**src/rtl/butterfly_pkg.sv**
```systemverilog
// Shared types for the butterfly stream sequencer:
// FSM state encoding and the datapath control pulse bundle.
package butterfly_pkg;

    typedef enum logic [3:0] {
        W_RE   = 4'd0,
        W_IM   = 4'd1,
        B_RE   = 4'd2,
        B_IM   = 4'd3,
        LMULT  = 4'd4,
        A_RE   = 4'd5,
        MULT2  = 4'd6,
        A_IM   = 4'd7,
        SETTLE = 4'd8,
        OUT    = 4'd9
    } state_t;

    typedef struct packed {
        logic load_coeff;
        logic load_b;
        logic load_mult;
        logic multiply;
        logic load_output_reg;
        logic subtract;
        logic mult_out_select;
        logic fbr_input;
    } dp_ctrl_t;

    localparam dp_ctrl_t DP_CTRL_IDLE = '0;

endpackage

```
**src/rtl/butterfly_stream_sequencer.sv**
```systemverilog
// Streams W/B/A words into butterfly_datapath with registered one-cycle
// control pulses and returns Y_RE, Y_IM, Z_RE, Z_IM on an output stream.
module butterfly_stream_sequencer
    import butterfly_pkg::*;
#(
    parameter int DATA_W  = 8,
    parameter int COUNT_W = 16
) (
    input  logic               clk,
    input  logic               reset,
    input  logic               in_valid,
    output logic               in_ready,
    input  logic [DATA_W-1:0]  in_data,
    input  logic               cfg_reload_w,
    output logic               out_valid,
    input  logic               out_ready,
    output logic [DATA_W-1:0]  out_data,
    output logic [DATA_W-1:0]  dp_data_in,
    input  logic [DATA_W-1:0]  dp_data_out,
    output logic               dp_load_coeff,
    output logic               dp_load_b,
    output logic               dp_load_mult,
    output logic               dp_multiply,
    output logic               dp_load_output_reg,
    output logic               dp_subtract,
    output logic               dp_mult_out_select,
    output logic               dp_fbr_input,
    output logic               busy,
    output logic [COUNT_W-1:0] bfly_count
);

    state_t   state;
    dp_ctrl_t ctrl;
    logic [1:0] out_idx;
    logic in_acc;
    logic out_acc;

    assign in_ready = state inside {W_RE, W_IM, B_RE, B_IM, A_RE, A_IM};
    assign out_valid = (state == OUT);
    assign busy = !(state inside {W_RE, B_RE});
    assign out_data = dp_data_out;

    assign in_acc  = in_valid & in_ready;
    assign out_acc = out_valid & out_ready;

    assign dp_load_coeff      = ctrl.load_coeff;
    assign dp_load_b          = ctrl.load_b;
    assign dp_load_mult       = ctrl.load_mult;
    assign dp_multiply        = ctrl.multiply;
    assign dp_load_output_reg = ctrl.load_output_reg;
    assign dp_subtract        = ctrl.subtract;
    assign dp_mult_out_select = ctrl.mult_out_select;
    assign dp_fbr_input       = ctrl.fbr_input;

    // Pulses fall back to idle every cycle; a branch raises them for one cycle.
    always_ff @(posedge clk or posedge reset) begin
        if (reset) begin
            state      <= W_RE;
            ctrl       <= DP_CTRL_IDLE;
            dp_data_in <= '0;
            out_idx    <= '0;
            bfly_count <= '0;
        end else begin
            ctrl <= DP_CTRL_IDLE;
            case (state)
                W_RE: if (in_acc) begin
                    state <= W_IM;
                    dp_data_in <= in_data;
                    ctrl.load_coeff <= 1'b1;
                end
                W_IM: if (in_acc) begin
                    state <= B_RE;
                    dp_data_in <= in_data;
                    ctrl.load_coeff <= 1'b1;
                end
                B_RE: if (in_acc) begin
                    state <= B_IM;
                    dp_data_in <= in_data;
                    ctrl.load_b <= 1'b1;
                end
                B_IM: if (in_acc) begin
                    state <= LMULT;
                    dp_data_in <= in_data;
                    ctrl.load_b <= 1'b1;
                end
                LMULT: begin
                    state <= A_RE;
                    ctrl.load_b <= 1'b1;
                    ctrl.load_mult <= 1'b1;
                end
                A_RE: if (in_acc) begin
                    state <= MULT2;
                    dp_data_in <= in_data;
                    ctrl.fbr_input <= 1'b1;
                    ctrl.load_mult <= 1'b1;
                    ctrl.load_output_reg <= 1'b1;
                    ctrl.multiply <= 1'b1;
                    ctrl.subtract <= 1'b1;
                end
                MULT2: begin
                    state <= A_IM;
                    ctrl.multiply <= 1'b1;
                end
                A_IM: if (in_acc) begin
                    state <= SETTLE;
                    dp_data_in <= in_data;
                    ctrl.fbr_input <= 1'b1;
                    ctrl.load_output_reg <= 1'b1;
                    out_idx <= '0;
                end
                // One cycle for the datapath output register to show its update.
                SETTLE: state <= OUT;
                OUT: if (out_acc) begin
                    out_idx <= out_idx + 2'd1;
                    case (out_idx)
                        2'd0: begin
                            state <= SETTLE;
                            ctrl.load_output_reg <= 1'b1;
                            ctrl.mult_out_select <= 1'b1;
                        end
                        2'd1: begin
                            state <= SETTLE;
                            ctrl.load_output_reg <= 1'b1;
                            ctrl.subtract <= 1'b1;
                        end
                        2'd2: begin
                            state <= SETTLE;
                            ctrl.load_output_reg <= 1'b1;
                            ctrl.mult_out_select <= 1'b1;
                            ctrl.subtract <= 1'b1;
                        end
                        default: begin
                            state <= cfg_reload_w ? W_RE : B_RE;
                            bfly_count <= bfly_count + COUNT_W'(1);
                        end
                    endcase
                end
                default: state <= W_RE;
            endcase
        end
    end

endmodule
```
**config.mk**
```make
export PLATFORM = sky130hd
export DESIGN_NAME = butterfly_stream_sequencer
export DESIGN_NICKNAME = d
export VERILOG_FILES = /design/src/rtl/butterfly_pkg.sv /design/src/rtl/butterfly_stream_sequencer.sv
export SDC_FILE = /design/constraint.sdc
export NUM_CORES = 1
export LEC_CHECK = 0
export ABC_AREA = 1
export CAP_MARGIN = 5
export CORE_MARGIN = 2
export CORE_UTILIZATION = 42
export CTS_CLUSTER_DIAMETER = 200
export DETAILED_ROUTE_END_ITERATION = 8
export PLACE_DENSITY_LB_ADDON = 0.1
export SETUP_SLACK_MARGIN = 0.4
export SLEW_MARGIN = 10
export SYNTH_ARGS = -nofsm -noshare
export SYNTH_HDL_FRONTEND = slang
export SYNTH_SLANG_ARGS = --single-unit
```
**constraint.sdc**
```tcl
create_clock -name clk -period 1.3 [get_ports clk]
set_input_delay 0.39 -clock clk [delete_from_list [all_inputs] [get_ports clk]]
set_output_delay 0.39 -clock clk [all_outputs]
set_load 0.02 [all_outputs]
```
# Word-level counts from Yosys, hierarchy flattened
# Index checks and enable logic that the tools add are counted.
# word_totals
reg_bits	38
input_bits	21
wordCells	79
# op_classes
addsub	2
eq_ne	18
n_mux	27
n_bitwise	3
n_reduce_logical	17
# ops
cell	n
$pmux W4 S10	1
$mux W4	9
$add A16 B1 Y16 const B	1
$eq A4 B3 Y1 const B	4
$ne A2 B2 Y1 const B	6
$reduce_or A2 Y1	5
$eq A4 B2 Y1 const B	2
$eq A4 B4 Y1 const B	2
$pmux W1 S2	4
$mux W1	7
$reduce_and A7 Y1	1
$mux W2	3
$reduce_and A3 Y1	2
$reduce_bool A6 Y1	1
$reduce_or A6 Y1	1
$eq A4 B1 Y1 const B	1
$logic_not A4 Y1	1
$pmux W2 S2	1
$reduce_bool A2 Y1	2
$mux W3	1
$pmux W1 S3	1
$reduce_or A3 Y1	1
$add A2 B1 Y2 const B	1
$and A1 B1 Y1	2
other kinds (7)	7

# Logic depth before layout (Yosys ltp)
# Gate-level depths: netlist (run 1).
# depth
word_depth	5
ltp_mapped	8
mapped_depth_nobuf	8

# Worst setup path after synthesis (run 1)
# OpenSTA, ideal clock, no wires.
# synth_path
kind	reg-to-reg
startpoint	register bfly_count[0]
endpoint	register bfly_count[10]
t_arrival_ps	1297
required_time_ps	1183
slack_ps	-114
path_stages_with_launch	9
path_buffers	0
synth_period_minus_slack_ps	1414
path_cell_list	dfrtp_1 > ha_1 > nand3_1 > nor2_1 > inv_1 > nor2_4 > nand2_1 > nand2_1 > nand2_1
# synth_via
elab_chain_len	1
# synth_lines
item	line	source
start, declared	butterfly_stream_sequencer.sv:29	output logic [COUNT_W-1:0] bfly_count
start signal, assigned	butterfly_stream_sequencer.sv:134	bfly_count <= bfly_count + COUNT_W'(1);
$add A16 B1 Y16	butterfly_stream_sequencer.sv:134	
# Every way passes these cells.
# A chain may end at the register's enable or synchronous reset.

# Worst setup path after layout (run 1)
# layout_path
startpoint	register state[2]
endpoint	output port out_valid
# layout_via
elab_chain_len	1
# layout_lines
item	line	source
start, declared	butterfly_stream_sequencer.sv:32	state_t state;
start signal, assigned	butterfly_stream_sequencer.sv:133	state <= cfg_reload_w ? W_RE : B_RE;
$eq A4 B4 Y1	butterfly_stream_sequencer.sv:39	assign out_valid = (state == OUT);
end, declared	butterfly_stream_sequencer.sv:15	output logic out_valid,
# Every way passes these cells.

==> results of run 1 <==
[cells in the final DEF (no fill, tap or decap), drive strengths merged, types with 2 or more instances in the layout]
| cell type | instances |
|---|---|
| nand4 | 4 |
| nand3 | 21 |
| clkbuf | 6 |
| clkinvlp | 2 |
| inv | 24 |
| a21oi | 2 |
| clkdlybuf4s50 | 11 |
| nand3b | 2 |
| ha | 4 |
| xor2 | 7 |
| o21ai | 12 |
| dfrtp | 38 |
| nor2 | 27 |
| nand2 | 90 |
| buf | 83 |
[routing by layer]
layer / vias up / global-route usage
met5: - / 0
met4: 0 / 0.0370
met3: 5 / 0.0470
met2: 36 / 0.326
met1: 805 / 0.216
li1: 948 / -
[how the worst max path moves through the flow]
stage	start	to	cells past startpoint	slack, ns
2_1_floorplan	state[1]$_DFFE_PP0P_	bfly_count[11]$_DFFE_PP0P_	7	0.006
3_3_place_gp	out_ready	bfly_count[9]$_DFFE_PP0P_	6	-0.36
3_5_place_dp	out_ready	bfly_count[9]$_DFFE_PP0P_	6	-0.37
4_1_cts	state[2]$_DFFE_PP0P_	out_valid	4	-0.19
5_1_grt	state[2]$_DFFE_PP0P_	bfly_count[9]$_DFFE_PP0P_	9	-0.24
6_report	state[2]$_DFFE_PP0P_	out_valid	4	-0.17
[logic make-up after synthesis]
| family | count (synthesis) | synth area share |
|---|---|---|
| buffers and inverters | 37 | 0.0901 |
| and+or+nand+nor | 145 | 0.333 |
| adders and majority gates | 4 | 0.0249 |
| xor gates and xnor gates | 8 | 0.0348 |
| DFF | 38 | 0.472 |
| AOI/OAI and AO/OA | 16 | 0.0454 |
[through the flow]
stage	std cells	hold WS (ns)
final	392	0.491
after global routing	392	0.505
after CTS	390	0.499
after detailed placement	379	0.457
after global placement	379	0.457
after floorplan	248	0.356
[layout make-up]
class	instances	area, sq um	area share
multi-input cells	173	961	0.313
flip-flops and latches	38	960	0.313
well taps	54	67.6	0.0220
clock buffers	6	72.6	0.0237
inverters	25	97.6	0.0318
repair buffers	95	902	0.294
clock inverters	1	7.51	0.00245
[power by group]
part / switching [uW] / total, uW / internal, uW
clock network: 386 / 753 / 367
logic: 1170 / 2270 / 1110
registers: 208 / 1670 / 1460
total: 1760 / 4690 / 2930
[repair_timing]
action	4_1_cts	5_1_grt
pin swaps	3	1
gates resized for setup	224	4
setup buffers	4	2
endpoints found under the setup margin	73	73
[worst min-delay path, delay by kind of cell]
kind                   cells  cell delay [ns]
buffers and inverters      3             0.74
==> metrics.cfg, run 1 <==
[grt]
grt_pass1_vias = 1770
grt_pass1_wl_mm = 7.55
grt_max_degree = 39
grt_usage = 0.181
overflow = 0
antenna_found_initial = 0

[sta]
setup_viol = 22
worst_pin_slew_ns = 0.267
rsz0062_at_grt = yes
slew_headroom = 0.821
setup_tns_ns = -2.38
max_freq_ghz = 0.681
finalHoldViolCount = 0
finalCritPeriodShare = 1.13
timing.final.ws_setup_ns = -0.169
skew_ns = 0.00804
period_minus_slack_ns = 1.47
finalMaxSlewViolations = 0

[power]
leakage_uw = 0.00159
power.total_uw = 4690
power_density_nw_per_um2 = 1530
ir_drop_v = 0.00114

[yosys]
synth_edf_count = 0
netlist_area_sq_um = 2010
netlist_instances = 248
yosysMostFrequentCell = nand2_1
syn_area_per_cell_sq_um = 8.12
ys_warn_count = 0
synth-main-ff-cell = dfrtp_1
synth_common_cells = nand2_1 (85), dfrtp_1 (38), inv_1 (23)
synth.distinct_cells = 27
synth_top_cell_by_area = dfrtp_1
async_reset_ff_frac = 1.00
ys_seq_area_frac = 0.472
ys_seq_elements = 38
synth_area_leaders = dfrtp_1 (47%), nand2_1 (16%), nand3_1 (5.0%)
yosysTopAreaCellShare = 0.472
syn_nets = 273

[route]
wl_mm = 4.53
wl_met3_microns = 181
vias_per_cell = 4.58
first_pass_iters = 4
met2_length_mm = 2.41
drtAntennaViolNets = 0
m1WireLength_mm = 1.90
dr_total_vias = 1794
wl_per_cell_microns = 11.6
drc_errors = 0
drtIter0Drc = 48
routed.top_layer = met4

[placed_design]
dp_hpwl_mm = 3.43
placement.io_buffers = 47
pre_cts_ws_ns = -0.373
place_congestion = 0.871
dpl_cell_area_sq_um = 2850

[status]
violations = negative setup slack
outcome = complete, but fails checks

[cts]
clk_latency_ns = 0.28
cts_tree = done
cts_made_buffers = 5
clockRootBuffer = clkbuf_8
path_clk_slew_ns = 0.07
cts_num_sinks = 38
cts_max_level = 2
clk_path_buf_depth = 2
hold_buffers = 0

[worst_setup_path]
r2r_slack_ns = -0.14
slowest_delay_ns = 0.44
r2r-end = bfly_count[9]$_DFFE_PP0P_
critPathMaxFanout = 4
r2r_cells = 9
r2r-start = state[2]$_DFFE_PP0P_
path_class = reg -> out
critPathTopFamily = flip-flops
worst_ep_arrival_time_ns = 1.08
path_buf_inv = 2
worstPathRequired_ns = 0.91
cp_cell_sequence = inv_2 -> nand2_4 -> nor2_8 -> buf_6
slowest_stage = dfrtp_2
worst_setup_path_end_kind = output port
start_kind = flip-flop

[final_layout]
fillCellCount = 406
syn2layout_area_growth_pct = 52.4
antenna_cells = 0
top_register = bfly_count
largest_reg_flops = 16
drive_above_1_share = 0.388
finalInstanceArea_sq_um = 3070
largestRegisters = bfly_count: 16 flops, dp_data_in: 8 flops, state: 4 flops
finalNetCount = 363
post-route-util = 0.658

[floorplan]
dieHeight_microns = 73.2
die-area_sq_um = 5360
core_area_sq_um = 4660
num_rows = 25
io_pins = 64
start_util = 0.432
die_w_microns = 73.2

[hold_path]
min_path_type = in -> async

[job]
cap_violations = 0

No activity file was read; power rests on OpenSTA's default activity.
==> run 2, diff against run 1 <==
--- a/config.mk
+++ b/config.mk
@@ -7,6 +7,7 @@
 export LEC_CHECK = 0
 export ABC_AREA = 1
 export CAP_MARGIN = 5
+export CORE_ASPECT_RATIO = 0.5
 export CORE_MARGIN = 2
 export CORE_UTILIZATION = 42
 export CTS_CLUSTER_DIAMETER = 200
==> metrics.cfg, run 2 (same netlist as run 1, synthesis figures left out) <==
[sta]
finalMaxSlewViolations = 0  ; unchanged
finalHoldViolCount = 0  ; unchanged
skew_ns = 0.00265  ; was 0.00804 ns
period_minus_slack_ns = 1.48  ; was 1.47 ns
slew_headroom = 0.808  ; was 0.821
rsz0062_at_grt = yes  ; unchanged
timing.final.ws_setup_ns = -0.183  ; was -0.169 ns
finalCritPeriodShare = 1.14  ; was 1.13
finalHoldWorstSlack_ns = 0.482  ; was 0.491 ns
worst_pin_slew_ns = 0.288  ; was 0.267 ns
max_freq_ghz = 0.674  ; was 0.681 GHz
setup_tns_ns = -2.09  ; was -2.38 ns
setup_viol = 23  ; was 22

[worst_setup_path]
r2r_slack_ns = -0.15  ; was -0.14 ns
path_buf_inv = 2  ; unchanged
worst_ep_arrival_time_ns = 1.09  ; was 1.08 ns
critPathMaxFanout = 4  ; unchanged
slowest_stage = dfrtp_2  ; unchanged
path_class = reg -> out  ; unchanged
slowest_delay_ns = 0.45  ; was 0.44 ns
cp_cell_sequence = inv_2 -> nand2_4 -> nor2_8 -> buf_6  ; unchanged
critPathTopFamily = flip-flops  ; unchanged
worstPathRequired_ns = 0.91  ; about the same
start_kind = flip-flop  ; unchanged
worst_setup_path_end_kind = output port  ; unchanged

[job]
cap_violations = 0  ; unchanged

[floorplan]
start_util = 0.446  ; was 0.432
dieHeight_microns = 53.0  ; was 73.2 microns
core_area_sq_um = 4510  ; was 4660 sq um
die-area_sq_um = 5400  ; was 5360 sq um
num_rows = 17  ; was 25
die_w_microns = 102  ; was 73.2 microns
io_pins = 64  ; unchanged

[cts]
hold_buffers = 0  ; unchanged
clk_latency_ns = 0.29  ; was 0.28 ns
cts_made_buffers = 5  ; unchanged
cts_tree = done  ; unchanged
path_clk_slew_ns = 0.08  ; was 0.07 ns
cts_max_level = 2  ; unchanged
clockRootBuffer = clkbuf_8  ; unchanged
clk_path_buf_depth = 2  ; unchanged
cts_num_sinks = 38  ; unchanged

[placed_design]
place_congestion = 0.829  ; was 0.871
placement.io_buffers = 47  ; unchanged
placed_cells = 390  ; was 379
dp_hpwl_mm = 3.52  ; was 3.43 mm
pre_cts_ws_ns = -0.393  ; was -0.373 ns

[final_layout]
finalNetCount = 368  ; was 363
antenna_cells = 0  ; unchanged
mostFrequentLayoutCell = nand2_1  ; unchanged
syn2layout_area_growth_pct = 60.0  ; was 52.4%
fin_cells = 410  ; was 392
drive_above_1_share = 0.430  ; was 0.388
fillCellCount = 353  ; was 406
largestRegisters = bfly_count: 16 flops, dp_data_in: 8 flops, state: 4 flops  ; unchanged
post-route-util = 0.714  ; was 0.658
largest_reg_flops = 16  ; unchanged
top_register = bfly_count  ; unchanged
final_cell_mix = nand2_1 (74), buf_6 (43), buf_4 (43)  ; was nand2_1 (80), buf_4 (45), buf_6 (36)

[hold_path]
min_path_type = in -> async  ; unchanged

[route]
wl_mm = 4.81  ; was 4.53 mm
dr_total_vias = 1888  ; was 1794
wl_per_cell_microns = 11.7  ; was 11.6 microns
drtIter0Drc = 34  ; was 48
vias_per_cell = 4.60  ; was 4.58
first_pass_iters = 4  ; unchanged
drc_errors = 0  ; unchanged
drtAntennaViolNets = 0  ; unchanged

[grt]
antenna_found_initial = 0  ; unchanged
grt_max_degree = 39  ; unchanged
grt_pass1_vias = 1910  ; was 1770
grt_usage = 0.196  ; was 0.181
overflow = 0  ; unchanged
grt_pass1_wl_mm = 8.07  ; was 7.55 mm

[power]
leakage_uw = 0.00165  ; was 0.00159 uW
ir_drop_v = 0.00136  ; was 0.00114 V
power_density_nw_per_um2 = 1610  ; was 1530 nW/um^2

[status]
violations = negative setup slack  ; unchanged
outcome = complete, but fails checks  ; unchanged

-- run 2: cell count changes in the layout (fill, tap and decap cells not counted), sizes merged --
cell,change
buf,+5
bufinv,+1
clkinvlp,-1
clkinv,+2
dlygate4sd2,+1
clkdlybuf4s50,-1
clkbuf,-1
-- run 2: area by class of cell --
class	count	area [sq um]	share of cell area
clock buffers	5	68.8	0.0214
clock inverters	3	40.0	0.0124
inverters	25	97.6	0.0303
multi-input cells	173	1010	0.312
flip-flops and latches	38	961	0.298
well taps	66	82.6	0.0256
repair buffers	100	965	0.300
-- run 2: worst register-to-register path, stage by stage, from the launching register on --
cell     delay (ns)
dfrtp_2        0.45
inv_2          0.09
nand2_4        0.07
nor2_8         0.09
buf_6          0.13
nand3_4        0.16
nor2_4         0.18
xor2_1         0.20
-- run 2: worst paths after layout --
check | startpoint | end | depth (start not counted)
setup / recovery | state[2]$_DFFE_PP0P_ | out_valid | 4
hold / removal | reset | bfly_count[11]$_DFFE_PP0P_ | 3
setup reg to reg | state[2]$_DFFE_PP0P_ | bfly_count[6]$_DFFE_PP0P_ | 7
hold reg to reg | dp_data_in[6]$_DFFE_PP0P_ | dp_data_in[6]$_DFFE_PP0P_ | 2
max in group asynchronous | reset | bfly_count[4]$_DFFE_PP0P_ | 3
min in group clk | dp_data_in[6]$_DFFE_PP0P_ | dp_data_in[6]$_DFFE_PP0P_ | 2
-- run 2: repair_timing --
item | CTS | global route
setup buffers | 8 | 4
pin swaps | 5 | 13
endpoints found under the setup margin | 73 | 73
gates resized for setup | 229 | 24
-- run 2: stage by stage --
step / instance area (sq um) / total power (uW)
finish: 3220 / 5190
global route: 3220 / 5510
CTS: 3120 / 5090
detailed placement: 2860 / 3700
global placement: 2860 / 3660
floorplan: 2100 / 2770
-- run 2: power breakdown --
part | total (uW) | switching [uW] | internal (uW)
Sequential | 1660 | 198 | 1460
Combinational | 2520 | 1250 | 1270
Clock | 1000 | 439 | 565
Total | 5190 | 1890 | 3290
-- run 2: metal layers --
metal / up-vias / routed length, microns / part of all wire / GRT usage
li1: 960 / - / - / -
met1: 883 / 2110 / 0.44 / 0.223
met2: 34 / 2470 / 0.51 / 0.363
met3: 11 / 172 / 0.036 / 0.0502
met4: 0 / 63 / 0.013 / 0.0711
met5: - / 0 / 0 / 0
==> run 3, diff against run 2 <==
--- a/config.mk
+++ b/config.mk
@@ -7,7 +7,7 @@
 export LEC_CHECK = 0
 export ABC_AREA = 1
 export CAP_MARGIN = 5
-export CORE_ASPECT_RATIO = 0.5
+export CORE_ASPECT_RATIO = 1.2
 export CORE_MARGIN = 2
 export CORE_UTILIZATION = 42
 export CTS_CLUSTER_DIAMETER = 200
==> metrics.cfg, run 3 (same netlist as run 1, synthesis figures left out) <==
[status]
outcome = complete, but fails checks  ; unchanged
violations = negative setup slack  ; unchanged

[sta]
max_freq_ghz = 0.656  ; was 0.674 GHz
period_minus_slack_ns = 1.52  ; was 1.48 ns
setup_tns_ns = -3.06  ; was -2.09 ns
skew_ns = 0.00281  ; was 0.00265 ns
timing.final.ws_setup_ns = -0.223  ; was -0.183 ns
finalHoldViolCount = 0  ; unchanged
rsz0062_at_grt = yes  ; unchanged
finalHoldWorstSlack_ns = 0.493  ; was 0.482 ns
setup_viol = 29  ; was 23
finalCritPeriodShare = 1.17  ; was 1.14
worst_pin_slew_ns = 0.329  ; was 0.288 ns
slew_headroom = 0.780  ; was 0.808
finalMaxSlewViolations = 0  ; unchanged

[cts]
clk_latency_ns = 0.29  ; about the same
cts_tree = done  ; unchanged
clk_path_buf_depth = 2  ; unchanged
cts_num_sinks = 38  ; unchanged
cts_made_buffers = 5  ; unchanged
path_clk_slew_ns = 0.07  ; was 0.08 ns
clockRootBuffer = clkbuf_8  ; unchanged
hold_buffers = 0  ; unchanged
cts_max_level = 2  ; unchanged

[placed_design]
dp_hpwl_mm = 3.81  ; was 3.52 mm
placement.io_buffers = 47  ; unchanged
pre_cts_ws_ns = -0.369  ; was -0.393 ns
place_congestion = 0.931  ; was 0.829

[route]
drtIter0Drc = 114  ; was 34
drtAntennaViolNets = 0  ; unchanged
first_pass_iters = 4  ; unchanged
dr_total_vias = 1971  ; was 1888
wl_mm = 5.41  ; was 4.81 mm
vias_per_cell = 4.76  ; was 4.60
drc_errors = 0  ; unchanged
wl_per_cell_microns = 13.1  ; was 11.7 microns

[floorplan]
die_w_microns = 67.2  ; was 102 microns
die-area_sq_um = 5370  ; was 5400 sq um
core_area_sq_um = 4590  ; was 4510 sq um
io_pins = 64  ; unchanged
dieHeight_microns = 79.8  ; was 53.0 microns
start_util = 0.438  ; was 0.446
num_rows = 27  ; was 17

[worst_setup_path]
path_class = reg -> out  ; unchanged
slowest_stage = dfrtp_2  ; unchanged
worst_ep_arrival_time_ns = 1.13  ; was 1.09 ns
cp_cell_sequence = inv_2 -> nand2_4 -> nor2_8 -> buf_6  ; unchanged
start_kind = flip-flop  ; unchanged
critPathMaxFanout = 4  ; unchanged
slowest_delay_ns = 0.46  ; was 0.45 ns
r2r_slack_ns = -0.19  ; was -0.15 ns
worst_setup_path_end_kind = output port  ; unchanged
worstPathRequired_ns = 0.91  ; about the same

[grt]
grt_usage = 0.208  ; was 0.196
overflow = 0  ; unchanged
grt_pass1_vias = 1959  ; was 1910
grt_pass1_wl_mm = 8.35  ; was 8.07 mm
antenna_found_initial = 0  ; unchanged
grt_max_degree = 39  ; unchanged

[final_layout]
final_cell_mix = nand2_1 (68), buf_4 (54), buf_6 (42)  ; was nand2_1 (74), buf_6 (43), buf_4 (43)
post-route-util = 0.728  ; was 0.714
drive_above_1_share = 0.472  ; was 0.430
syn2layout_area_growth_pct = 66.2  ; was 60.0%
finalNetCount = 380  ; was 368
mostFrequentLayoutCell = nand2_1  ; unchanged
largest_reg_flops = 16  ; unchanged
antenna_cells = 0  ; unchanged
top_register = bfly_count  ; unchanged
largestRegisters = bfly_count: 16 flops, dp_data_in: 8 flops, state: 4 flops  ; unchanged

[power]
ir_drop_v = 0.00154  ; was 0.00136 V
power_density_nw_per_um2 = 1650  ; was 1610 nW/um^2
leakage_uw = 0.00174  ; was 0.00165 uW

[hold_path]
min_path_type = in -> async  ; unchanged

[job]
cap_violations = 0  ; unchanged

[run 3: where the power goes]
group	switching, uW	leakage [uW]	internal [uW]
Clock	422	0.0000482	428
Combinational	1480	0.00122	1490
Sequential	233	0.000465	1460
Total	2130	0.00174	3370
[run 3: final timing paths]
kind                                            from                   endpoint  cells after the start
max                             state[2]$_DFFE_PP0P_                  out_valid                      4
min in group clk           bfly_count[3]$_DFFE_PP0P_  bfly_count[3]$_DFFE_PP0P_                      1
min reg2reg                bfly_count[3]$_DFFE_PP0P_  bfly_count[3]$_DFFE_PP0P_                      1
max reg2reg                     state[2]$_DFFE_PP0P_  bfly_count[3]$_DFFE_PP0P_                      8
min                                            reset  dp_data_in[3]$_DFFE_PP0P_                      3
max in group asynchronous                      reset  bfly_count[4]$_DFFE_PP0P_                      3
[run 3: metrics by stage]
step	total power, uW	cells	area, sq um
after global routing	5790	414	3350
after detailed placement	3780	388	2900
after floorplan	2770	248	2100
final	5510	414	3350
after CTS	4970	401	3140
after global placement	3730	388	2900
[run 3: critical path, delay by kind of cell (launching register included)]
family | cells | cell delay (ns)
flip-flops | 1 | 0.46
buffers and inverters | 2 | 0.22
AND/OR/NAND/NOR | 2 | 0.16
[run 3: layout make-up]
cell class,count,area (sq um)
Fill cell,352,1250
Inverter,25,97.6
Tap cell,58,72.6
Sequential cell,38,961
Multi-Input combinational cell,173,1060
Clock buffer,7,86.3
Timing Repair Buffer,112,1070
Clock inverter,1,5.00
[run 3: what timing repair did]
| item | CTS | global route |
|---|---|---|
| cloned | 0 | 0 |
| pin swaps | 3 | 13 |
| endpoints found under the setup margin | 73 | 73 |
| resized for setup | 236 | 32 |
| setup buffers | 5 | 13 |
[run 3: layer usage]
layer | vias to the layer above | track usage | wire, microns
met4 | 0 | 0.106 | 181
met5 | - | 0 | 0
li1 | 985 | - | -
met2 | 45 | 0.385 | 3090
met1 | 924 | 0.218 | 1960
met3 | 17 | 0.0339 | 183
